### config.mk
export PLATFORM = sky130hd
export DESIGN_NAME = iter_comp_flat
export DESIGN_NICKNAME = d
export VERILOG_FILES = /design/src/rtl/iter_comp_if.sv /design/src/rtl/iter_comp.sv /design/src/flat_wrapper.sv
export SDC_FILE = /design/constraint.sdc
export NUM_CORES = 1
export LEC_CHECK = 0
export CAP_MARGIN = 20
export CORE_UTILIZATION = 35
export DETAILED_ROUTE_END_ITERATION = 10
export GPL_TIMING_DRIVEN = 1
export PLACE_DENSITY = 0.64
export SYNTH_ARGS = -nofsm -noshare
export SYNTH_HDL_FRONTEND = slang
export SYNTH_SLANG_ARGS = --single-unit
### constraint.sdc
create_clock -name clk -period 2 [get_ports clk]
set_clock_uncertainty 0.2 [all_clocks]
set_input_delay 0.3 -clock clk [delete_from_list [all_inputs] [get_ports clk]]
set_output_delay 0.3 -clock clk [all_outputs]
set_load 0.1 [all_outputs]
### src/rtl/iter_comp_if.sv
// Handshake and operand bundle for the iterative magnitude comparator.
// The requester drives start/operands; the comparator returns busy/done and one-hot flags.
interface iter_comp_if #(
  parameter int WIDTH = 16
);
  logic             start;
  logic             signed_mode;
  logic [WIDTH-1:0] a;
  logic [WIDTH-1:0] b;
  logic             busy;
  logic             done;
  logic             gt;
  logic             eq;
  logic             lt;

  modport master (
    output start, signed_mode, a, b,
    input  busy, done, gt, eq, lt
  );

  modport slave (
    input  start, signed_mode, a, b,
    output busy, done, gt, eq, lt
  );
endinterface

### src/rtl/iter_comp.sv
// Iterative MSB-first magnitude comparator, CHUNK bits per clock with early exit
// on the first differing chunk; signed mode uses offset binary so one unsigned compare serves both.
module iter_comp #(
  parameter int WIDTH = 16,
  parameter int CHUNK = 4
) (
  input  logic       clk,
  input  logic       rst,
  iter_comp_if.slave bus
);
  localparam int NCHUNK = WIDTH / CHUNK;
  localparam int IDXW   = (NCHUNK > 1) ? $clog2(NCHUNK) : 1;
  localparam logic [IDXW-1:0] LAST_IDX = IDXW'(NCHUNK - 1);

  typedef enum logic [1:0] {IDLE, RUN, DONE} state_t;

  state_t           state_q, state_d;
  logic [WIDTH-1:0] a_q, a_d;
  logic [WIDTH-1:0] b_q, b_d;
  logic [IDXW-1:0]  idx_q, idx_d;
  logic             gt_q, gt_d;
  logic             eq_q, eq_d;
  logic             lt_q, lt_d;
  logic [CHUNK-1:0] a_chunk;
  logic [CHUNK-1:0] b_chunk;
  logic             accept;

  // Operands shift left each step, so the chunk under test always sits at the top.
  assign a_chunk = a_q[WIDTH-1 -: CHUNK];
  assign b_chunk = b_q[WIDTH-1 -: CHUNK];
  assign accept  = bus.start && (state_q != RUN);

  always_comb begin
    state_d = state_q;
    a_d     = a_q;
    b_d     = b_q;
    idx_d   = idx_q;
    gt_d    = gt_q;
    eq_d    = eq_q;
    lt_d    = lt_q;

    case (state_q)
      RUN: begin
        if (a_chunk != b_chunk) begin
          gt_d    = (a_chunk > b_chunk);
          lt_d    = (a_chunk < b_chunk);
          state_d = DONE;
        end else if (idx_q == '0) begin
          eq_d    = 1'b1;
          state_d = DONE;
        end else begin
          idx_d = idx_q - IDXW'(1);
          a_d   = a_q << CHUNK;
          b_d   = b_q << CHUNK;
        end
      end
      DONE:    state_d = IDLE;
      default: state_d = state_q;
    endcase

    // Acceptance in DONE takes precedence so back-to-back compares lose no cycle.
    if (accept) begin
      state_d         = RUN;
      a_d             = bus.a;
      b_d             = bus.b;
      a_d[WIDTH-1]    = bus.a[WIDTH-1] ^ bus.signed_mode;
      b_d[WIDTH-1]    = bus.b[WIDTH-1] ^ bus.signed_mode;
      idx_d           = LAST_IDX;
      gt_d            = 1'b0;
      eq_d            = 1'b0;
      lt_d            = 1'b0;
    end
  end

  always_ff @(posedge clk) begin
    if (rst) begin
      state_q <= IDLE;
      a_q     <= '0;
      b_q     <= '0;
      idx_q   <= '0;
      gt_q    <= 1'b0;
      eq_q    <= 1'b0;
      lt_q    <= 1'b0;
    end else begin
      state_q <= state_d;
      a_q     <= a_d;
      b_q     <= b_d;
      idx_q   <= idx_d;
      gt_q    <= gt_d;
      eq_q    <= eq_d;
      lt_q    <= lt_d;
    end
  end

  assign bus.busy = (state_q == RUN);
  assign bus.done = (state_q == DONE);
  assign bus.gt   = gt_q;
  assign bus.eq   = eq_q;
  assign bus.lt   = lt_q;
endmodule

### src/flat_wrapper.sv
// flat-port wrapper written by rule: the top's interface ports become plain ports
module iter_comp_flat 
#(
  parameter int WIDTH = 16,
  parameter int CHUNK = 4
)
  (clk, rst, bus_start, bus_signed_mode, bus_a, bus_b, bus_busy, bus_done, bus_gt, bus_eq, bus_lt);
  iter_comp_if #(.WIDTH(WIDTH)) bus_i ();
  input  logic clk;
  input  logic rst;
  input wire logic [$bits(bus_i.start)-1:0] bus_start;
  input wire logic [$bits(bus_i.signed_mode)-1:0] bus_signed_mode;
  input wire logic [$bits(bus_i.a)-1:0] bus_a;
  input wire logic [$bits(bus_i.b)-1:0] bus_b;
  output wire logic [$bits(bus_i.busy)-1:0] bus_busy;
  output wire logic [$bits(bus_i.done)-1:0] bus_done;
  output wire logic [$bits(bus_i.gt)-1:0] bus_gt;
  output wire logic [$bits(bus_i.eq)-1:0] bus_eq;
  output wire logic [$bits(bus_i.lt)-1:0] bus_lt;
  assign bus_i.start = bus_start;
  assign bus_i.signed_mode = bus_signed_mode;
  assign bus_i.a = bus_a;
  assign bus_i.b = bus_b;
  assign bus_busy = bus_i.busy;
  assign bus_done = bus_i.done;
  assign bus_gt = bus_i.gt;
  assign bus_eq = bus_i.eq;
  assign bus_lt = bus_i.lt;
  iter_comp #(.WIDTH(WIDTH), .CHUNK(CHUNK)) u_core (.clk(clk), .rst(rst), .bus(bus_i));
endmodule
; Word level (Yosys, flattened, before mapping)
; Cells that the tools add are included.
[word_totals]
ff_bits = 39
input_bits = 36
elab_cells = 49
[op_classes]
add_sub_neg = 1
magnitude_cmp = 2
n_eq_ne = 8
mux = 16
bitwise = 3
reduce_logical = 11
[op_table]
columns = cell, count
row1 = 16-bit two-way mux, 8
row2 = 2-bit two-way mux, 6
row3 = 2-bit by 1-bit != test with 1-bit output (second input constant), 3
row4 = 2-bit AND reduction, 3
row5 = 3-bit AND reduction, 2
row6 = 4-bit > comparator, 1
row7 = 4-bit less-than comparator, 1
row8 = 4-bit by 1-bit != test with 1-bit output (second input constant), 1
row9 = 4-bit != test, 1
row10 = 2-bit case mux with 2 select lines, 1
row11 = 2-bit nonzero test, 2
row12 = 3-bit by 1-bit != test with 1-bit output (second input constant), 1
row13 = 3-bit nonzero test, 1
row14 = 2-bit by 1-bit == test with 1-bit output (second input constant), 1
row15 = 2-bit == test (second input constant), 1
row16 = 2-bit logical NOT, 1
row17 = 2-bit OR reduction, 1
row18 = 2-bit by 1-bit subtractor with 2-bit output (second input constant), 1
row19 = 1-bit XOR, 2
row20 = 1-bit logical AND, 1
row21 = 1-bit two-way mux, 1
row22 = 1-bit NOT, 1

; Longest topological paths before layout
; Gate-level depths: netlist of the first run.
[depth]
ltp_word = 5
mapped_depth = 8

; Worst setup path before layout of the first run
; No wires, ideal clock.
[synth_path]
path_type = register to register
start = register u_core.state_q[1]
end = register u_core.a_q[15]
setup_time_ns = 0.088
t_arrival_ns = 2.113
required_time_ns = 1.712
slack_ns = -0.401
stages_incl_launch_ff = 9
path_buffers = 2
synth_period_minus_slack_ns = 2.401
path_cell_list = dfxtp_1 -> inv_1 -> ha_1 -> and2b_1 -> and2_4 -> buf_6 -> buf_12 -> nor3_2 -> nor4_2
[synth_via]
elab_cells_between_ends = 8
cone_classes = eq/ne (4) / mux (1) / reduce/logical (3)
[synth_lines]
columns = item, line
row1 = from (decl), iter_comp.sv:17  ; state_t state_q, state_d;
row2 = from (signal assigned), iter_comp.sv:85  ; state_q <= state_d;
row3 = 2-bit by 1-bit == test with 1-bit output, --
row4 = named net bus_busy, flat_wrapper.sv:15  ; output wire logic [$bits(bus_i.busy)-1:0] bus_busy;
row5 = 2-bit nonzero test (no line), --
row6 = 3-bit AND reduction (no line), --
row7 = to (signal assigned), iter_comp.sv:78  ; a_q <= '0;
row8 = to (signal assigned), iter_comp.sv:86  ; a_q <= a_d;
row9 = to (decl), iter_comp.sv:18  ; logic [WIDTH-1:0] a_q, a_d;
; The timed path passes the listed nets, and every way through them passes these cells.
; A chain may end at the register's enable or synchronous reset.

; Worst setup path after layout of the first run
[layout_path]
start = register u_core.b_q[13]
end = register u_core.a_q[15]
[layout_via]
elab_chain_cells = 3
[layout_rtl]
columns = item, line
row1 = from (decl), iter_comp.sv:19  ; logic [WIDTH-1:0] b_q, b_d;
row2 = from (signal assigned), iter_comp.sv:79  ; b_q <= '0;
row3 = from (signal assigned), iter_comp.sv:87  ; b_q <= b_d;
row4 = 4-bit != test, iter_comp.sv:44  ; if (a_chunk != b_chunk) begin
row5 = 2-bit by 1-bit != test with 1-bit output (no line), --
row6 = 3-bit AND reduction (no line), --
; No other way between the ends.

==> qor.log, run 1 <==
[drt] detailed-routing iteration count for the pre-antenna-repair pass 4
[drt] # DRC 0
[clock_tree] TritonCTS sink count 39
[clock_tree] library cell used as clock root buffer sky130_fd_sc_hd__clkbuf_8
[global_routing] largest net degree at the start of global routing 42
[clock_tree] TritonCTS clock tree built
[place] half-perimeter wire length of the detailed placement result 2.68 mm
[timing] slew at the pin with the worst max-slew slack 0.255 ns
[run] maxcap violations 0
[critical_path] required time of the critical path 2.00 ns
[global_routing] final global-route overflow total 0
[layout] Final nets 308
[timing] Final Slew Violations 0
[timing] final cycle utilization of the critical path 94.6%
[place] setup slack at placement -0.0168 ns
[drt] average detailed-routed wire length per instance 12.7 um
[worst_hold_path] worst min path class register to register
[synth] Syn Nets 267
[critical_path] Crit Path Class register to register
[floorplan] I/O pin count 41
[critical_path] crit path capture u_core.a_q[15]
[timing] remaining max-slew budget at the tightest pin 82.9%
[synth] number of enable-type register cells in the synthesized netlist 0
[drt] drt initial violations 95
[power_and_ir_drop] pwr/cell area 832 nW/um^2
[timing] Setup-failing EPs final 0
[timing] number of hold violations in the final report 0
[critical_path] slack of the worst reg-to-reg path 0.11 ns
[floorplan] initial cell density of the core 37.6%
[critical_path] Crit Reg-Reg Endpoint u_core.a_q[15]
[synth] Gate Count Post-Synth 224
[worst_hold_path] hold path cells 2
[place] port bufs 40
[layout] fraction of layout instances using a drive strength above 1 16.2%
[timing] setup TNS 0 ns
[synth] Synthesis Warnings 0
[synth] number of distinct library cell variants in the gate-level netlist after synthesis 31
[synth] top area cells in the synthesized netlist sky130_fd_sc_hd__dfxtp_1, sky130_fd_sc_hd__nor2_1, sky130_fd_sc_hd__nor3_1, sky130_fd_sc_hd__nor4_1, sky130_fd_sc_hd__ha_1
[floorplan] die height 74.4 um
[critical_path] category of the worst setup path capture point register
[synth] post-synthesis sequential area ratio 42.5%
[critical_path] Setup crit start kind register
[timing] worst setup slack after layout 0.108 ns
[drt] wirelength, routed 4.20 mm
[synth] flip-flop cell with the highest count after synthesis sky130_fd_sc_hd__dfxtp_1
[power_and_ir_drop] worst-case vdd ir drop 361 uV
[layout] most frequent standard cell in the layout excluding fill and tap cells sky130_fd_sc_hd__nor2_1
[place] RD Place Congestion 0.734
[layout] Antenna Cells 0
[drt] routed via count 1658
[clock_tree] maximum buffer depth of the clock tree 2
[critical_path] number of cells on the worst reg-to-reg path 7
[floorplan] Cell Rows 25
[synth] flops & latches, synth 39
[synth] Mapped Area 1840 um^2
[drt] antenna-violating nets left 0
[power_and_ir_drop] Leak 1.00 nW
[timing] top achievable clock speed 529 MHz
[critical_path] beginning of the critical path u_core.b_q[13]
[global_routing] number of global-route vias before repair 1503
[floorplan] die outline area 5540 um^2
[clock_tree] CTS H-Tree Depth 2
[timing] Period minus WS final 1.89 ns
[critical_path] reg2reg start u_core.b_q[13]
[critical_path] data arrival time at the worst-slack endpoint 1.89 ns
[critical_path] Max Fanout on Critical Path 9
[global_routing] GRT Overall Usage 17.0%
[synth] cell type with the highest aggregate area in the netlist sky130_fd_sc_hd__dfxtp_1
[layout] highest-count cells in the layout ignoring fill and taps sky130_fd_sc_hd__nor2_1, sky130_fd_sc_hd__dfxtp_1, sky130_fd_sc_hd__clkdlybuf4s50_1
[clock_tree] clock slew at the register clock pins of the worst setup and hold paths 0.08 ns
[synth] share of the synthesized area in the top cell type 42.5%
[drt] DR vias/cell 4.99
[global_routing] number of antenna violations at the first check in global routing 0
[clock_tree] clock latency on the worst-skew pair 0.28 ns
[global_routing] global-route wire length before repair 7.18 mm
[outcome] run status complete, no violations
[synth] Post-Synthesis Mean Instance Area 8.19 um^2
[floorplan] Core Area 4880 um^2
[floorplan] chip width 74.4 um
[synth] proportion of synthesized flip-flops having asynchronous set or reset 0%
[clock_tree] clock buffer count from CTS 5
[layout] area delta synth->final 39.1%
[synth_stat cells, drive strengths merged (2+ instances only)]
master / number
a211oi: 2
a21oi: 12
buf: 11
clkbuf: 8
dfxtp: 39
ha: 7
inv: 9
nand2: 10
nand3: 9
nor2: 46
nor3: 31
nor4: 25
xor2: 2
[per-stage QoR]
stage / hold slack [ns] / instance area [um^2] / power (W) / instances / utilization [%]
floorplan: 0.236 / 1850 / 0.00129 / 224 / -
global placement: 0.257 / 2360 / 0.00147 / 317 / 48.4
detailed placement: 0.263 / 2360 / 0.00148 / 317 / 48.4
CTS: 0.274 / 2470 / 0.00212 / 325 / 50.7
global route: 0.287 / 2550 / 0.00225 / 332 / 52.3
finish: 0.271 / 2550 / 0.00212 / 332 / 52.3
[per-layer routing]
metal  vias up  share of wire, %  global-route usage (%)
li1        864                 -                       -
met3         4               3.2                    4.88
met4         0              0.59                    3.14
met2        35                49                    27.9
met1       755                47                    22.5
met5         -                 0                       0
[where the power goes]
group / total (W) / internal (W) / switching, W
sequential: 0.000915 / 0.000861 / 0.0000540
combinational: 0.000576 / 0.000275 / 0.000301
clock: 0.000634 / 0.000365 / 0.000269
total: 0.00212 / 0.00150 / 0.000624
[how the worst min path moves through the flow]
stage | from | to | slack (ns)
after detailed placement | u_core.b_q[3] | u_core.b_q[3] | 0.26
after CTS | u_core.b_q[3] | u_core.b_q[3] | 0.27
after floorplan | bus_a[0] | u_core.a_q[0] | 0.24
after global placement | u_core.a_q[2] | u_core.a_q[2] | 0.26
final | u_core.a_q[1] | u_core.a_q[1] | 0.27
after global routing | u_core.b_q[3] | u_core.b_q[3] | 0.29
[state kept, by name, summed over array words and instances (netlist names)]
register        flops
u_core.a_q         16
u_core.state_q      2
u_core.bus.eq       1
u_core.bus.gt       1
u_core.b_q         16
u_core.bus.lt       1
u_core.idx_q        2
[layout make-up]
class | count | area, um^2
multi-input cells | 159 | 952
repair buffers | 51 | 596
well taps | 67 | 83.8
fillers | 499 | 2330
inverters | 9 | 33.8
flip-flops and latches | 39 | 781
clock inverters | 2 | 37.5
clock buffers | 5 | 68.8
[critical path, cell delays in order, from the launching register on]
cell,delay [ns]
sky130_fd_sc_hd__dfxtp_1,0.36
sky130_fd_sc_hd__inv_1,0.06
sky130_fd_sc_hd__ha_1,0.32
sky130_fd_sc_hd__and4_4,0.26
sky130_fd_sc_hd__and2_4,0.24
sky130_fd_sc_hd__buf_12,0.13
sky130_fd_sc_hd__nor3_2,0.04
sky130_fd_sc_hd__nor4_2,0.20
[kinds of logic (layout without fill, tap and decap cells)]
kind of cell               after synthesis  after routing  share of synthesized area (%)
and+or+nand+nor                        127            129                           36.3
DFF                                     39             39                           42.5
buffers and inverters                   28             67                           7.91
AOI/OAI and AO/OA                       21             21                           7.50
adders and majority gates                7              7                           4.77
xor gates and xnor gates                 2              2                          0.955
[what timing repair did]
| action | in CTS | in global routing |
|---|---|---|
| hold buffers | 0 | 0 |
| resized for setup | 0 | 5 |
| setup endpoints to repair | 5 | 22 |
| pin swaps | 1 | 3 |
| setup buffers | 0 | 6 |
| cloned | 1 | 1 |
(Power assumes the default switching activity.)
==> run 2, diff against run 1 <==
--- a/config.mk
+++ b/config.mk
@@ -5,7 +5,6 @@
 export SDC_FILE = /design/constraint.sdc
 export NUM_CORES = 1
 export LEC_CHECK = 0
-export CAP_MARGIN = 20
 export CORE_UTILIZATION = 35
 export DETAILED_ROUTE_END_ITERATION = 10
 export GPL_TIMING_DRIVEN = 1
==> results of run 2 <==
Final layout, timing and power as in run 1 (identical DEF).
==> run 3, diff against run 2 <==
--- a/config.mk
+++ b/config.mk
@@ -6,9 +6,11 @@
 export NUM_CORES = 1
 export LEC_CHECK = 0
 export CORE_UTILIZATION = 35
+export CTS_CLUSTER_SIZE = 28
 export DETAILED_ROUTE_END_ITERATION = 10
 export GPL_TIMING_DRIVEN = 1
 export PLACE_DENSITY = 0.64
+export REMOVE_ABC_BUFFERS = 1
 export SYNTH_ARGS = -nofsm -noshare
 export SYNTH_HDL_FRONTEND = slang
 export SYNTH_SLANG_ARGS = --single-unit
==> qor.log, run 3 (synthesis results as in run 1) <==
[clock_tree] maximum buffer depth of the clock tree 2 [unchanged]
[clock_tree] TritonCTS clock tree built
[floorplan] die height 74.4 um [unchanged]
[worst_hold_path] Hold Path Origin u_core.a_q[0]
[drt] routed via count 1648 [-0.60%]
[critical_path] required time of the critical path 2.00 ns [about the same]
[layout] area delta synth->final 37.0%
[critical_path] data arrival time at the worst-slack endpoint 1.92 ns [+0.03 ns]
[power_and_ir_drop] worst-case vdd ir drop 341 uV [-5.5%]
[clock_tree] TritonCTS sink count 39 [unchanged]
[timing] Period minus WS final 1.91 ns [+0.0208 ns]
[timing] setup TNS 0 ns [unchanged]
[floorplan] chip width 74.4 um [unchanged]
[critical_path] number of cells on the worst reg-to-reg path 7 [unchanged]
[timing] final cycle utilization of the critical path 95.6% [+1.0 points]
[floorplan] I/O pin count 41 [unchanged]
[global_routing] final global-route overflow total 0 [unchanged]
[power_and_ir_drop] pwr/cell area 801 nW/um^2 [-3.8%]
[run] maxcap violations 0 [unchanged]
[timing] Setup-failing EPs final 0 [unchanged]
[critical_path] Crit Reg-Reg Endpoint u_core.a_q[15]
[global_routing] fraction of met1 tracks used by global routing 22.2% [-0.32 points]
[power_and_ir_drop] Leak 1.00 nW [about the same]
[critical_path] Crit Path Class register to register
[drt] antenna-violating nets left 0 [unchanged]
[drt] DR vias/cell 4.93 [-1.2%]
[worst_hold_path] terminating pin of the worst hold path u_core.a_q[0]
[worst_hold_path] worst min path class register to register
[place] port bufs 40 [unchanged]
[timing] number of hold violations in the final report 0 [unchanged]
[timing] WHS 0.271 ns [-0.000163 ns]
[layout] Final nets 309 [+0.32%]
[global_routing] largest net degree at the start of global routing 42 [unchanged]
[place] half-perimeter wire length of the detailed placement result 2.40 mm [-10%]
[timing] slew at the pin with the worst max-slew slack 0.255 ns [-0.000114 ns]
[clock_tree] clock latency on the worst-skew pair 0.29 ns [about the same]
[global_routing] GR Layer Usage met3 4.47% [-0.41 points]
[clock_tree] CTS H-Tree Depth 2 [unchanged]
[global_routing] GR Layer Usage met2 24.1% [-3.8 points]
[drt] wirelength, routed 4.28 mm [+1.9%]
[layout] highest-count cells in the layout ignoring fill and taps sky130_fd_sc_hd__nor2_1, sky130_fd_sc_hd__dfxtp_1, sky130_fd_sc_hd__clkdlybuf4s50_1
[timing] top achievable clock speed 523 MHz [-1.1%]
[timing] remaining max-slew budget at the tightest pin 82.9% [about the same]
[worst_hold_path] hold path cells 2 [unchanged]
[drt] drt initial violations 85 [-11%]
[drt] average detailed-routed wire length per instance 12.8 um [+1.2%]
[critical_path] category of the worst setup path capture point register
[clock_tree] library cell used as clock root buffer sky130_fd_sc_hd__clkbuf_8
[critical_path] reg2reg start u_core.b_q[14]
[floorplan] Cell Rows 25 [unchanged]
[clock_tree] hold buffer count at cts 0 [unchanged]
[outcome] run status complete, no violations
[floorplan] Core Area 4880 um^2 [unchanged]
[layout] fraction of layout instances using a drive strength above 1 16.5% [+0.25 points]
[layout] largest registers u_core.a_q x16, u_core.b_q x16
[layout] most frequent standard cell in the layout excluding fill and tap cells sky130_fd_sc_hd__nor2_1
[critical_path] slack of the worst reg-to-reg path 0.09 ns [-0.02 ns]
[clock_tree] clock slew at the register clock pins of the worst setup and hold paths 0.08 ns [about the same]
[drt] # DRC 0 [unchanged]
[drt] detailed-routing iteration count for the pre-antenna-repair pass 4 [unchanged]
[global_routing] number of global-route vias before repair 1442 [-4.1%]
[global_routing] global-route wire length before repair 6.73 mm [-6.3%]
[critical_path] Max Fanout on Critical Path 12 [+3]
[critical_path] Setup crit start kind register
[place] RD Place Congestion 0.719 [-2.0%]
[global_routing] number of antenna violations at the first check in global routing 0 [unchanged]
[timing] Final Slew Violations 0 [unchanged]
[global_routing] GRT busiest layer met2
[global_routing] GRT Overall Usage 16.0% [-1.1 points]
[clock_tree] clock buffer count from CTS 5 [unchanged]
[floorplan] die outline area 5540 um^2 [unchanged]
[floorplan] initial cell density of the core 37.6% [unchanged]
[layout] Antenna Cells 0 [unchanged]
## run 3: cell types whose count changed in the layout (fill, tap and decap cells not counted), sizes merged
cell | previous run | this run
clkbuf | 5 | 6
clkinv | 0 | 1
clkinvlp | 1 | 2
bufinv | 1 | 0
## run 3: critical path, stage by stage (launching register included)
cell and delay, ns:
sky130_fd_sc_hd__dfxtp_1 0.35, sky130_fd_sc_hd__inv_1 0.05, sky130_fd_sc_hd__ha_1 0.31, sky130_fd_sc_hd__and4_4 0.28
sky130_fd_sc_hd__and2_4 0.24, sky130_fd_sc_hd__buf_4 0.16, sky130_fd_sc_hd__nor3_2 0.04, sky130_fd_sc_hd__nor4_2 0.19
## run 3: cell type report
type                       count  area [um^2]
clock buffer                   5         68.8
fill                         514         2360
sequential                    39          781
clock inverter                 3         20.0
multi-input combinational    159          945
tap                           67         83.8
timing repair buffer          52          583
inverter                       9         33.8
## run 3: how the worst max path moves through the flow
stage | cells past startpoint | to | startpoint | slack, ns
after CTS | 7 | u_core.a_q[7] | u_core.b_q[14] | 0.04
after detailed placement | 6 | u_core.a_q[7] | u_core.b_q[15] | -0.005
after global placement | 6 | u_core.b_q[15] | u_core.b_q[14] | 0.09
final | 7 | u_core.a_q[15] | u_core.b_q[14] | 0.09
after floorplan | 5 | u_core.b_q[10] | u_core.state_q[1] | -1.30
after global routing | 7 | u_core.b_q[14] | u_core.b_q[14] | -0.001
## run 3: report_power, final
group	internal [W]	leakage (nW)	switching, W
clock	0.000243	0.0402	0.000287
combinational	0.000267	0.640	0.000308
sequential	0.000861	0.323	0.0000480
total	0.00137	1.00	0.000643
## run 3: per-stage QoR
stage	utilization [%]	instance area, um^2	power, W	worst slack (ns)	std cells
after floorplan	-	1720	0.00126	-1.30	205
after global placement	47.7	2330	0.00146	0.0853	317
after global routing	51.5	2510	0.00213	-0.00128	334
after CTS	49.7	2430	0.00200	0.0395	326
after detailed placement	47.7	2330	0.00147	-0.00460	317
final	51.5	2510	0.00201	0.0874	334
## run 3: timing repair
action / CTS / global route
pin swaps: 1 / 4
buffers inserted: 0 / 6
gates cloned: 1 / 2
endpoints found under the setup margin: 5 / 25
resized for setup: 1 / 4
## run 3: per-layer routing
metal  wire length (um)  up-vias
met5                  0        -
met4                 39        0
met3                138        5
met2               1960       36
met1               2140      739
li1                   -      868
